[src/rtl/param_fifo.sv]
// -----------------------------------------------------------------------------
// param_fifo
//
// Synchronous valid/ready FIFO. The element type is a type parameter so the
// FIFO can sit directly in front of a consumer that uses the same type, and the
// depth is any integer >= 1 (not restricted to powers of two).
//
// Parameters:
//   T      element type (any packed type), default bit
//   DEPTH  number of entries, default 4
//   CW     width of count, derived from DEPTH; never overridden
//
// Ports:
//   clk        clock; all state changes on the rising edge
//   rst        synchronous active-high reset (clears pointers and occupancy)
//   in_valid   producer offers in_data
//   in_ready   FIFO can accept an element this cycle (not full)
//   in_data    element to push
//   out_valid  FIFO holds at least one element
//   out_ready  consumer takes out_data this cycle
//   out_data   head element, all-zero while empty
//   count      current occupancy, 0..DEPTH
// -----------------------------------------------------------------------------
module param_fifo #(
    parameter type T     = bit,
    parameter int  DEPTH = 4,
    parameter int  CW    = $clog2(DEPTH + 1)
) (
    input  logic          clk,
    input  logic          rst,
    input  logic          in_valid,
    output logic          in_ready,
    input  T              in_data,
    output logic          out_valid,
    input  logic          out_ready,
    output T              out_data,
    output logic [CW-1:0] count
);

    // A one-entry FIFO still needs a 1-bit pointer; it simply never leaves 0.
    localparam int PW = (DEPTH > 1) ? $clog2(DEPTH) : 1;

    localparam logic [CW-1:0] CNT_FULL = CW'(DEPTH);
    localparam logic [PW-1:0] PTR_LAST = PW'(DEPTH - 1);

    // Storage is deliberately not reset: out_valid masks stale entries.
    T mem_q [DEPTH];

    logic [PW-1:0] wp_q, wp_d;
    logic [PW-1:0] rp_q, rp_d;
    logic [CW-1:0] cnt_q, cnt_d;

    logic push;
    logic pop;

    // Handshake outputs depend only on registered occupancy, so there is no
    // combinational path from in_valid/out_ready to in_ready/out_valid.
    assign in_ready  = (cnt_q != CNT_FULL);
    assign out_valid = (cnt_q != '0);
    assign count     = cnt_q;

    assign push = in_valid && in_ready;
    assign pop  = out_valid && out_ready;

    // Head is presented only while valid; no bypass of an incoming push.
    assign out_data = out_valid ? mem_q[rp_q] : T'('0);

    always_comb begin
        wp_d  = wp_q;
        rp_d  = rp_q;
        cnt_d = cnt_q;

        // Explicit wrap so non-power-of-two depths work.
        if (push) begin
            wp_d = (wp_q == PTR_LAST) ? '0 : wp_q + PW'(1);
        end
        if (pop) begin
            rp_d = (rp_q == PTR_LAST) ? '0 : rp_q + PW'(1);
        end

        // Simultaneous push and pop leaves occupancy unchanged.
        if (push && !pop) begin
            cnt_d = cnt_q + CW'(1);
        end else if (pop && !push) begin
            cnt_d = cnt_q - CW'(1);
        end
    end

    always_ff @(posedge clk) begin
        if (rst) begin
            wp_q  <= '0;
            rp_q  <= '0;
            cnt_q <= '0;
        end else begin
            wp_q  <= wp_d;
            rp_q  <= rp_d;
            cnt_q <= cnt_d;
        end
    end

    // Array write kept in its own reset-free block so it maps onto RAM.
    // A push is blocked while rst is high.
    always_ff @(posedge clk) begin
        if (push && !rst) begin
            mem_q[wp_q] <= in_data;
        end
    end

endmodule

[config.mk]
export PLATFORM = sky130hd
export DESIGN_NAME = param_fifo
export DESIGN_NICKNAME = d
export VERILOG_FILES = /design/src/rtl/param_fifo.sv
export SDC_FILE = /design/constraint.sdc
export NUM_CORES = 1
export LEC_CHECK = 0
export CAP_MARGIN = 0
export CORE_MARGIN = 3
export CORE_UTILIZATION = 30
export DETAILED_ROUTE_END_ITERATION = 8
export PLACE_DENSITY = 0.48
export REMOVE_ABC_BUFFERS = 1
export SYNTH_ARGS = -nofsm -noshare
export SYNTH_HDL_FRONTEND = slang
export SYNTH_SLANG_ARGS = --single-unit
[constraint.sdc]
create_clock -name clk -period 6.78 [get_ports clk]
set_clock_uncertainty 0.15 [all_clocks]
set_input_delay 0.678 -clock clk [delete_from_list [all_inputs] [get_ports clk]]
set_output_delay 0.678 -clock clk [all_outputs]
set_load 0.02 [all_outputs]
== Word level (Yosys, flattened, before mapping) ==
Memories as Yosys holds them, arrays and structs flattened. A register that Yosys moved wholly into a read port is not among the register bits.
Cells that the tools add are included.

* Memories kept: 1
* Bits in registers: 7
* Output and inout bits: 6
* Bits in writable memories: 4

{| class="wikitable"
|+ Memory list
! memory !! words !! width !! rd ports !! clocked after Yosys merged registers in !! wr ports !! RTL line !! text
|-
| mem_q || 4 || 1 || 1 || 1 || 1 || 47 || <nowiki>T mem_q [DEPTH];</nowiki>
|}

* Eq/ne operators: 3
* Reductions and logical operators: 10
* Add/sub/neg operators: 4
* Multiplexer cells: 9

{| class="wikitable"
|+ Operators with widths
! operator !! number
|-
| 2-to-1 mux 2 bit || 4
|-
| 2-to-1 mux 3 bit || 2
|-
| logical AND 1 bit || 5
|-
| adder 2 x 1 -> 2 bit, second input constant || 2
|-
| equality test 2 bit, second input constant || 2
|-
| adder 3 x 1 -> 3 bit, second input constant || 1
|-
| logical NOT 1 bit || 3
|-
| 2-to-1 mux 1 bit || 3
|-
| != test 3 bit, second input constant || 1
|-
| nonzero test 3 bit || 1
|-
| subtractor 3 x 1 -> 3 bit, second input constant || 1
|-
| nonzero test 2 bit || 1
|}

== Depth between registers and ports, before layout ==
Gate-level depths: netlist (run 1).

* Word-level depth: 6
* Mapped depth: 9
* Depth with buffers taken out: 9

== Worst setup path after synthesis (run 1) ==
Ideal clock, no wire load.

* Kind: flip-flop to flip-flop
* Start point: reg cnt_q[0] (netlist: count[0])
* End point: reg cnt_q[2] (netlist: count[2])
* Setup slack: 4.461 ns
* Cell stages (with the launch flop): 10
* Data arrival time: 2.098 ns
* Cells stage by stage: dfxtp_1 > or3b_4 > nand2_4 > inv_2 > ha_1 > inv_1 > fa_1 > xor2_1 > or3_1 > a21oi_1

* Longest elaborated chain between the ends: 5
* Elaborated cells between the ends (all ways): 13

{| class="wikitable"
|+ RTL lines
! element !! RTL line !! text
|-
| from (decl) || 51 || <nowiki>logic [CW-1:0] cnt_q, cnt_d;</nowiki>
|-
| from (signal assigned) || 97 || <nowiki>cnt_q <= cnt_d;</nowiki>
|-
| != test 3 bit (*) || 58 || <nowiki>assign in_ready = (cnt_q != CNT_FULL);</nowiki>
|-
| named net in_ready || 32 || <nowiki>output logic in_ready,</nowiki>
|-
| logical AND 1 bit (*) || 62 || <nowiki>assign push = in_valid && in_ready;</nowiki>
|-
| named net push || 53 || <nowiki>logic push;</nowiki>
|-
| logical NOT 1 bit || 84 || <nowiki>end else if (pop && !push) begin</nowiki>
|-
| logical AND 1 bit || 84 ||
|-
| nonzero test 2 bit (no source line) || -- ||
|}

Mark *: on every way through the listed nets, which the timed path passes. The rest lies on a longest branch. The select of a mux whose other input is x is not followed.
A chain may end at the register's enable or synchronous reset.

==> results.cfg, run 1 <==
[outcome]
status = finished, final reports clean

[power_and_ir_drop]
p_per_area_mw_per_mm2 = 407.3
max_rail_drop_vdd_mv = 0.2277
power.net_switching_w = 0.0001214
power.leakage_nw = 0.3146
pwr-share-comb = 0.490
switching_share = 0.3746
seq_power_share = 0.371
report.power.total_w = 0.0003241
p_clk_frac = 0.139
cell_internal_pwr_w = 0.0002027

[run]
cap_viol_max_count = 0

[critical_path]
cp_cell_sequence = mux4_2 > and2_1 > clkdlybuf4s50_1
cp_top_family = buffers and inverters
critPathSlowestCell = clkdlybuf4s50_1
critical_path.endpoint_type = primary output
cp-start-kind = register
critical_path_class = register to primary output
worstRegToRegCells = 7
critPathBufInv = 1
required_ns = 5.95
cp.arrival_ns = 1.77
max_stage_delay_on_crit_path_ns = 0.52
critical_path_depth = 3
worstPathMaxFanout = 1

[detailed_routing]
detail_route.vias_per_cell = 4.511
num_vias = 424
routedLengthMet1_um = 489
drc_errors = 0
dr_wl_met3_um = 51
first_iter_violations = 8
drt-wirelength-per-cell_um = 10.67
topmost_layer_with_routed_signal_wires = met4
drt-total-wl_mm = 1.003
wl_met2_um = 447
antenna_left = 0
first_pass_iters = 4

[yosys]
synth_top_cells_by_area = dfxtp_1 (28%), edfxtp_1 (19%), ha_1 (12%)
ys.warnings.count = 0
avgSynthCellArea_um2 = 11.84
distinct_cells_synth = 23
synth_area_um2 = 639.4
synth_top_family_by_area = simple AND/OR/NAND/NOR gates
synthTopCellsByCount = dfxtp_1 (9), ha_1 (6), edfxtp_1 (4), nor3b_1 (4)
synthSimpleGateAreaFrac = 0.1800
synth_top_area_cell = dfxtp_1
yosys.area_share.xor_xnor = 0.02740
synth.area.mux_share = 0.08219
synth-adder-area-share = 0.1487
yosys.cell_count.top_type = dfxtp_1
post_synth_inst_count = 54
synthFlopType = dfxtp_1
postSynthRegisterBits = 13
synthDominantCellAreaShare = 0.2818
synth-seq-area-share = 0.4697
synth_compound_area_frac = 0.06262
synth_enable_flop_cells = 4
ys_async_sr_fraction = 0

[global_route]
grt_first_pass_wirelength_mm = 1.656
gr-usage-all-layers = 0.08719
grt_start_max_net_pins = 14
grt_antenna_before_repair = 0
global_route.overflow_total = 0
grt_pass1_vias = 389

[timing]
crit_share_post_route = 0.3836
hold_violations = 0
worst_pin_slew_ns = 0.4398
timing.max_slew.rel_slack = 0.7059
rsz_0062_raised_after_global_routing = no
timing.final.crit_period_ns = 2.601
clock.fmax_mhz = 384.5
finalSetupViolCount = 0
setup_tns_final_ns = 0
slew_viol_final = 0

[floorplanning]
die_width_um = 52.17
io-pin-count = 11
design.core.area_mm2 = 0.001982
rows = 16
effective_utilization_at_floorplan = 0.3226
fp.dieH_um = 52.17
die_area_mm2 = 0.002721

[placed_design]
gp_routability_congestion = 0.6845
dpl.hpwl_um = 777
placement.io_buffers = 10

[hold_path]
worst_hold_path.num_cells = 2
timing.hold.worst.class = register to register

[clock_network]
cts_max_path_buffers = 2
cts-buffers-inserted = 3
holdBufCountCts = 0
cts_sinks = 13
path_clk_slew_ns = 0.07
clockRootBuffer = clkbuf_4
clock_tree_from_tritoncts = yes
postCtsResizedCells = 0
cts_htree_levels = 1
insertion_delay_ns = 0.27
post-cts-setup-buffer-count = 0

[final_layout]
multiInputGateArea_um2 = 320.3
filler_cell_count = 200
num-nets-final = 80
diodes = 0
final_layout_size_suffix_gt1_frac = 0.1343
final-seq-area_um2 = 300.3
area_growth_from_synthesis_to_final_layout_pct = 24.46
==> routing by layer <==
| layer | global-route usage | vias to the layer above |
|---|---|---|
| met2 | 0.1297 | 12 |
| li1 | - | 216 |
| met5 | 0 | - |
| met4 | 0.03830 | 0 |
| met3 | 0.04298 | 2 |
| met1 | 0.1055 | 194 |
==> final cells by class <==
type	instances	share of cell area
sequential	13	0.3774
multi-input combinational	36	0.4025
clock buffer	4	0.03302
timing repair buffer	10	0.1258
inverter	4	0.01887
tap	27	0.04245
==> cell usage in the layout, fill, tap and decap left out, drive strengths merged <==
cell           Yosys  layout
nand3              1       1
clkbuf             1       4
clkdlybuf4s50      0      10
nor2               3       3
dfxtp              9       9
ha                 6       6
xor2               2       2
nand2              2       2
nor3b              4       4
inv                4       4
o31ai              2       2
mux2i              3       3
nand2b             2       2
and2               1       1
edfxtp             4       4
or3b               1       1
o21ai              1       1
or3                3       3
mux4               1       1
fa                 1       1
a21oi              2       2
nor3               1       1
==> metrics by stage <==
step | util | cells | setup WS [ns] | hold slack (ns) | cell area [um^2]
after floorplan | - | 53 | 4.462 | 0.3059 | 635.6
after global placement | 0.3883 | 90 | 3.975 | 0.3411 | 769.5
after detailed placement | 0.3883 | 90 | 3.960 | 0.3496 | 769.5
after CTS | 0.4015 | 94 | 4.157 | 0.3608 | 795.8
after global routing | 0.4015 | 94 | 4.106 | 0.3884 | 795.8
final | 0.4015 | 94 | 4.179 | 0.3500 | 795.8
==> cells by family (layout without fill, tap and decap cells) <==
kind of cell,count (synthesis),in the layout
AND/OR/NAND/NOR,18,18
AO/OA/AOI/OAI,5,5
buffers and inverters,5,18
XOR/XNOR,2,2
flip-flops,13,13
multiplexers,4,4
adder cells (fa/ha/maj),7,7
==> path summary, 6_finish.rpt <==
path | start | end | slack [ns]
worst min register to register | rp_q[0]$_SDFFE_PP0P_ | rp_q[0]$_SDFFE_PP0P_ | 0.35
worst max register to register | count[0]$_SDFFE_PP0P_ | count[2]$_SDFFE_PP0P_ | 4.46
worst max-delay path | register | out_data | 4.18
worst min-delay path | rp_q[0]$_SDFFE_PP0P_ | rp_q[0]$_SDFFE_PP0P_ | 0.35
==> power by group through the flow <==
stage                Clock, W  Combinational, W  Sequential, W
floorplan                   0         0.0000956       0.000128
global placement            0          0.000160       0.000123
detailed placement          0          0.000160       0.000123
CTS                 0.0000473          0.000161       0.000121
global route        0.0000524          0.000172       0.000124
finish              0.0000450          0.000159       0.000120
==> worst reg2reg max path, cell delays in order (launching register included) <==
cell,delay [ns]
dfxtp_1,0.39
o31ai_2,0.42
ha_1,0.26
inv_1,0.06
fa_1,0.37
xor2_1,0.15
or3_1,0.30
a21oi_1,0.14
Note: power is estimated with default switching activity, not from simulation.
==> inputs of run 2 (changes only) <==
==> constraint.sdc (replaced) <==
create_clock -name clk -period 2.64 [get_ports clk]
set_clock_uncertainty 0.15 [all_clocks]
set_input_delay 0.264 -clock clk [delete_from_list [all_inputs] [get_ports clk]]
set_output_delay 0.264 -clock clk [all_outputs]
set_load 0.02 [all_outputs]
==> results.cfg, run 2 (same netlist as run 1, synthesis figures left out) <==
[detailed_routing]
antenna_left = 0
first_pass_iters = 3
detail_route.vias_per_cell = 4.394
first_iter_violations = 7
drt-total-wl_mm = 1.062
drc_errors = 0
drt-wirelength-per-cell_um = 11.30
num_vias = 413

[global_route]
grt_pass1_vias = 425
global_route.overflow_total = 0
grt_start_max_net_pins = 14
gr-usage-all-layers = 0.09898
grt_first_pass_wirelength_mm = 1.952
grt_antenna_before_repair = 0

[clock_network]
insertion_delay_ns = 0.27
cts_max_path_buffers = 2
clockRootBuffer = clkbuf_4
clock_tree_from_tritoncts = yes
cts_htree_levels = 1
holdBufCountCts = 0
path_clk_slew_ns = 0.08
post-cts-setup-buffer-count = 0
postCtsResizedCells = 0
cts-buffers-inserted = 3
cts_sinks = 13

[final_layout]
final_util = 0.4015
number_of_standard_cells_in_the_final_layout_excluding_fillers = 94
final_layout_size_suffix_gt1_frac = 0.1343
mostFrequentLayoutCells = clkdlybuf4s50_1 (10), dfxtp_1 (9), ha_1 (6)
diodes = 0
num-nets-final = 80
finish.instance_area_um2 = 795.8
area_growth_from_synthesis_to_final_layout_pct = 24.46
final_common_cell = clkdlybuf4s50_1

[timing]
hold_violations = 0
finalSetupViolCount = 0
worst_pin_slew_ns = 0.4749
slew_viol_final = 0
clock.fmax_mhz = 425.0
setup_tns_final_ns = 0
timing.max_slew.rel_slack = 0.6824
rsz_0062_raised_after_global_routing = no
crit_share_post_route = 0.8913
timing.final.crit_period_ns = 2.353

[power_and_ir_drop]
max_rail_drop_vdd_mv = 0.5061
report.power.total_w = 0.0008371
p_per_area_mw_per_mm2 = 1052
power.leakage_nw = 0.3146

[placed_design]
placement.io_buffers = 10
cell_area_after_placement_um2 = 769.5
dpl.hpwl_um = 785.8
dp.cells = 90
gp_routability_congestion = 0.6808

[floorplanning]
io-pin-count = 11
die_area_mm2 = 0.002721
effective_utilization_at_floorplan = 0.3226
rows = 16
design.core.area_mm2 = 0.001982
fp.dieH_um = 52.17
die_width_um = 52.17

[hold_path]
timing.hold.worst.class = register to register

[critical_path]
required_ns = 2.69
cp-start-kind = register
cp.arrival_ns = 2.40
critical_path.endpoint_type = register
cp_top_family = adder cells
critPathSlowestCell = o31ai_2
max_stage_delay_on_crit_path_ns = 0.46
cp_cell_sequence = o31ai_2 > ha_1 > inv_1 > fa_1 > xor2_1 > or3_1 > a21oi_1
critical_path_class = register to register
critPathBufInv = 1
worstPathMaxFanout = 6

[outcome]
status = finished, final reports clean

[run]
cap_viol_max_count = 0
==> run 2: per-layer routing <==
metal	vias to the layer above	track usage	wire [um]
li1	215	-	-
met1	190	0.1332	528
met2	6	0.1318	466
met3	2	0.03438	53
met4	0	0.06383	14
met5	-	0	0
==> run 2: area by class of cell <==
type | instances | area (um^2)
well taps | 27 | 33.78
flip-flops and latches | 13 | 300.3
multi-input cells | 36 | 320.3
fillers | 197 | 1186
inverters | 4 | 15.01
repair buffers | 10 | 100.1
clock buffers | 4 | 26.28
==> run 2: worst paths after layout <==
check / startpoint / endpoint / slack, ns / cells past startpoint
min reg2reg: rp_q[0]$_SDFFE_PP0P_ / rp_q[0]$_SDFFE_PP0P_ / 0.36 / 2
min: rp_q[0]$_SDFFE_PP0P_ / rp_q[0]$_SDFFE_PP0P_ / 0.36 / 2
max: count[0]$_SDFFE_PP0P_ / count[2]$_SDFFE_PP0P_ / 0.29 / 7
max reg2reg: count[0]$_SDFFE_PP0P_ / count[2]$_SDFFE_PP0P_ / 0.29 / 7
==> run 2: per-stage QoR <==
step | hold slack (ns) | setup WS [ns]
floorplan | 0.1831 | 0.3221
global placement | 0.3402 | 0.2378
detailed placement | 0.3484 | 0.2362
CTS | 0.3606 | 0.2683
global route | 0.3891 | 0.08713
finish | 0.3622 | 0.2870
==> run 2: power by group <==
group | internal (W) | switching, W
combinational | 0.000208 | 0.000200
clock | 0.0000584 | 0.0000628
sequential | 0.000253 | 0.0000542
total | 0.000520 | 0.000317
==> run 2: worst register-to-register path, cell delays in order (launching register included) <==
cell	delay, ns
dfxtp_1	0.39
o31ai_2	0.46
ha_1	0.26
inv_1	0.06
fa_1	0.37
xor2_1	0.16
or3_1	0.30
a21oi_1	0.14
==> inputs of run 3 (changes only) <==
--- a/config.mk
+++ b/config.mk
@@ -5,7 +5,6 @@
 export SDC_FILE = /design/constraint.sdc
 export NUM_CORES = 1
 export LEC_CHECK = 0
-export CAP_MARGIN = 0
 export CORE_MARGIN = 3
 export CORE_UTILIZATION = 30
 export DETAILED_ROUTE_END_ITERATION = 8
==> constraint.sdc (replaced) <==
create_clock -name clk -period 2.4 [get_ports clk]
set_clock_uncertainty 0.15 [all_clocks]
set_input_delay 0.24 -clock clk [delete_from_list [all_inputs] [get_ports clk]]
set_output_delay 0.24 -clock clk [all_outputs]
set_load 0.02 [all_outputs]
==> results.cfg, run 3 (same netlist as run 1, synthesis figures left out) <==
[clock_network]
cts_max_path_buffers = 2
insertion_delay_ns = 0.28
cts-buffers-inserted = 3
clockRootBuffer = clkbuf_4
path_clk_slew_ns = 0.08
cts_htree_levels = 1
clock_tree_from_tritoncts = yes
cts_sinks = 13
post-cts-setup-buffer-count = 0

[timing]
hold_violations = 0
crit_share_post_route = 0.9434
timing.max_slew.rel_slack = 0.6888
slew_viol_final = 0
clock.fmax_mhz = 441.7
setup_tns_final_ns = 0
finalSetupViolCount = 0
worst_pin_slew_ns = 0.4654
rsz_0062_raised_after_global_routing = no
timing.final.crit_period_ns = 2.264

[floorplanning]
die_width_um = 52.17
design.core.area_mm2 = 0.001982
fp.dieH_um = 52.17
effective_utilization_at_floorplan = 0.3226
io-pin-count = 11
die_area_mm2 = 0.002721
rows = 16

[placed_design]
placement.io_buffers = 10
cell_area_after_placement_um2 = 784.5
dpl.hpwl_um = 796.1
gp_routability_congestion = 0.6494

[critical_path]
critical_path.endpoint_type = register
cp.arrival_ns = 2.31
worstPathMaxFanout = 4
cp_top_family = adder cells
cp_cell_sequence = o31ai_4 > ha_1 > inv_1 > fa_1 > xor2_1 > or3_1 > a21oi_1
critical_path_class = register to register
required_ns = 2.45
critPathBufInv = 1
max_stage_delay_on_crit_path_ns = 0.37
cp-start-kind = register
critPathSlowestCell = dfxtp_1

[global_route]
grt_pass1_vias = 433
gr-usage-all-layers = 0.09675
grt_start_max_net_pins = 14
global_route.overflow_total = 0
grt_antenna_before_repair = 0
grt_first_pass_wirelength_mm = 1.828

[detailed_routing]
drt-total-wl_mm = 1.076
first_pass_iters = 4
first_iter_violations = 5
num_vias = 437
drt-wirelength-per-cell_um = 11.21
drc_errors = 0
antenna_left = 0
detail_route.vias_per_cell = 4.552

[power_and_ir_drop]
max_rail_drop_vdd_mv = 0.7607
report.power.total_w = 0.0009632
power.leakage_nw = 0.3266
p_per_area_mw_per_mm2 = 1172

[final_layout]
finish.instance_area_um2 = 822.0
diodes = 0
area_growth_from_synthesis_to_final_layout_pct = 28.57
final_common_cell = clkdlybuf4s50_1
final_layout_size_suffix_gt1_frac = 0.1884
multiInputGateArea_um2 = 329.1
num-nets-final = 82
mostFrequentLayoutCells = clkdlybuf4s50_1 (10), dfxtp_1 (7), ha_1 (6)
final-seq-area_um2 = 302.8
filler_cell_count = 191

[run]
cap_viol_max_count = 0

[hold_path]
timing.hold.worst.class = register to register

[outcome]
status = finished, final reports clean
## run 3: changes by cell type in the layout (fill, tap and decap cells not counted), sizes merged
cell  previous run  this run
buf              0         2
## run 3: area by class of cell
class,instances,area share
Sequential cell,13,0.3683
Tap cell,27,0.04110
Inverter,4,0.01826
Multi-Input combinational cell,36,0.4003
Timing Repair Buffer,12,0.1400
Clock buffer,4,0.03196
## run 3: power by group
part           internal (W)  total [W]  switching [W]  leakage, nW
Combinational      0.000250   0.000486       0.000236        0.201
Sequential         0.000282   0.000342      0.0000599        0.111
Clock             0.0000645   0.000135      0.0000703       0.0150
Total              0.000597   0.000963       0.000366        0.327
## run 3: final timing paths
check        cells past startpoint  slack (ns)             startpoint               endpoint
max                              7        0.14  count[0]$_SDFFE_PP0P_  count[2]$_SDFFE_PP0P_
min                              2        0.35   rp_q[0]$_SDFFE_PP0P_   rp_q[0]$_SDFFE_PP0P_
max reg2reg                      7        0.14  count[0]$_SDFFE_PP0P_  count[2]$_SDFFE_PP0P_
min reg2reg                      2        0.35   rp_q[0]$_SDFFE_PP0P_   rp_q[0]$_SDFFE_PP0P_
## run 3: stage by stage
stage	instances	util	setup slack, ns	hold slack [ns]
2_1_floorplan	53	-	0.08205	0.1591
4_1_cts	96	0.4091	0.03108	0.3625
5_1_grt	96	0.4148	0.005788	0.3944
3_3_place_gp	92	0.3958	0.06254	0.3407
3_5_place_dp	92	0.3958	0.04130	0.3508
6_report	96	0.4148	0.1359	0.3486
## run 3: per-layer routing
layer / vias to the layer above / part of all wire / global-route usage
li1: 219 / - / -
met1: 203 / 0.47 / 0.1071
met2: 11 / 0.45 / 0.1548
met3: 4 / 0.047 / 0.03438
met4: 0 / 0.029 / 0.06383
met5: - / 0 / 0
## run 3: worst register-to-register path, delay by kind of cell, from the launching register on
| kind | cells | cell delay (ns) |
|---|---|---|
| AO/OA/AOI/OAI | 2 | 0.51 |
| XOR/XNOR | 1 | 0.16 |
| adder cells (fa/ha/maj) | 2 | 0.63 |
| buffers and inverters | 1 | 0.07 |
| flip-flops | 1 | 0.37 |
| AND/OR/NAND/NOR | 1 | 0.31 |
## run 3: repair_timing
item / 4_1_cts / 5_1_grt
hold buffers: 0 / 0
gates resized for setup: 0 / 3
hold endpoints to repair: 0 / 0
endpoints found under the setup margin: 0 / 1
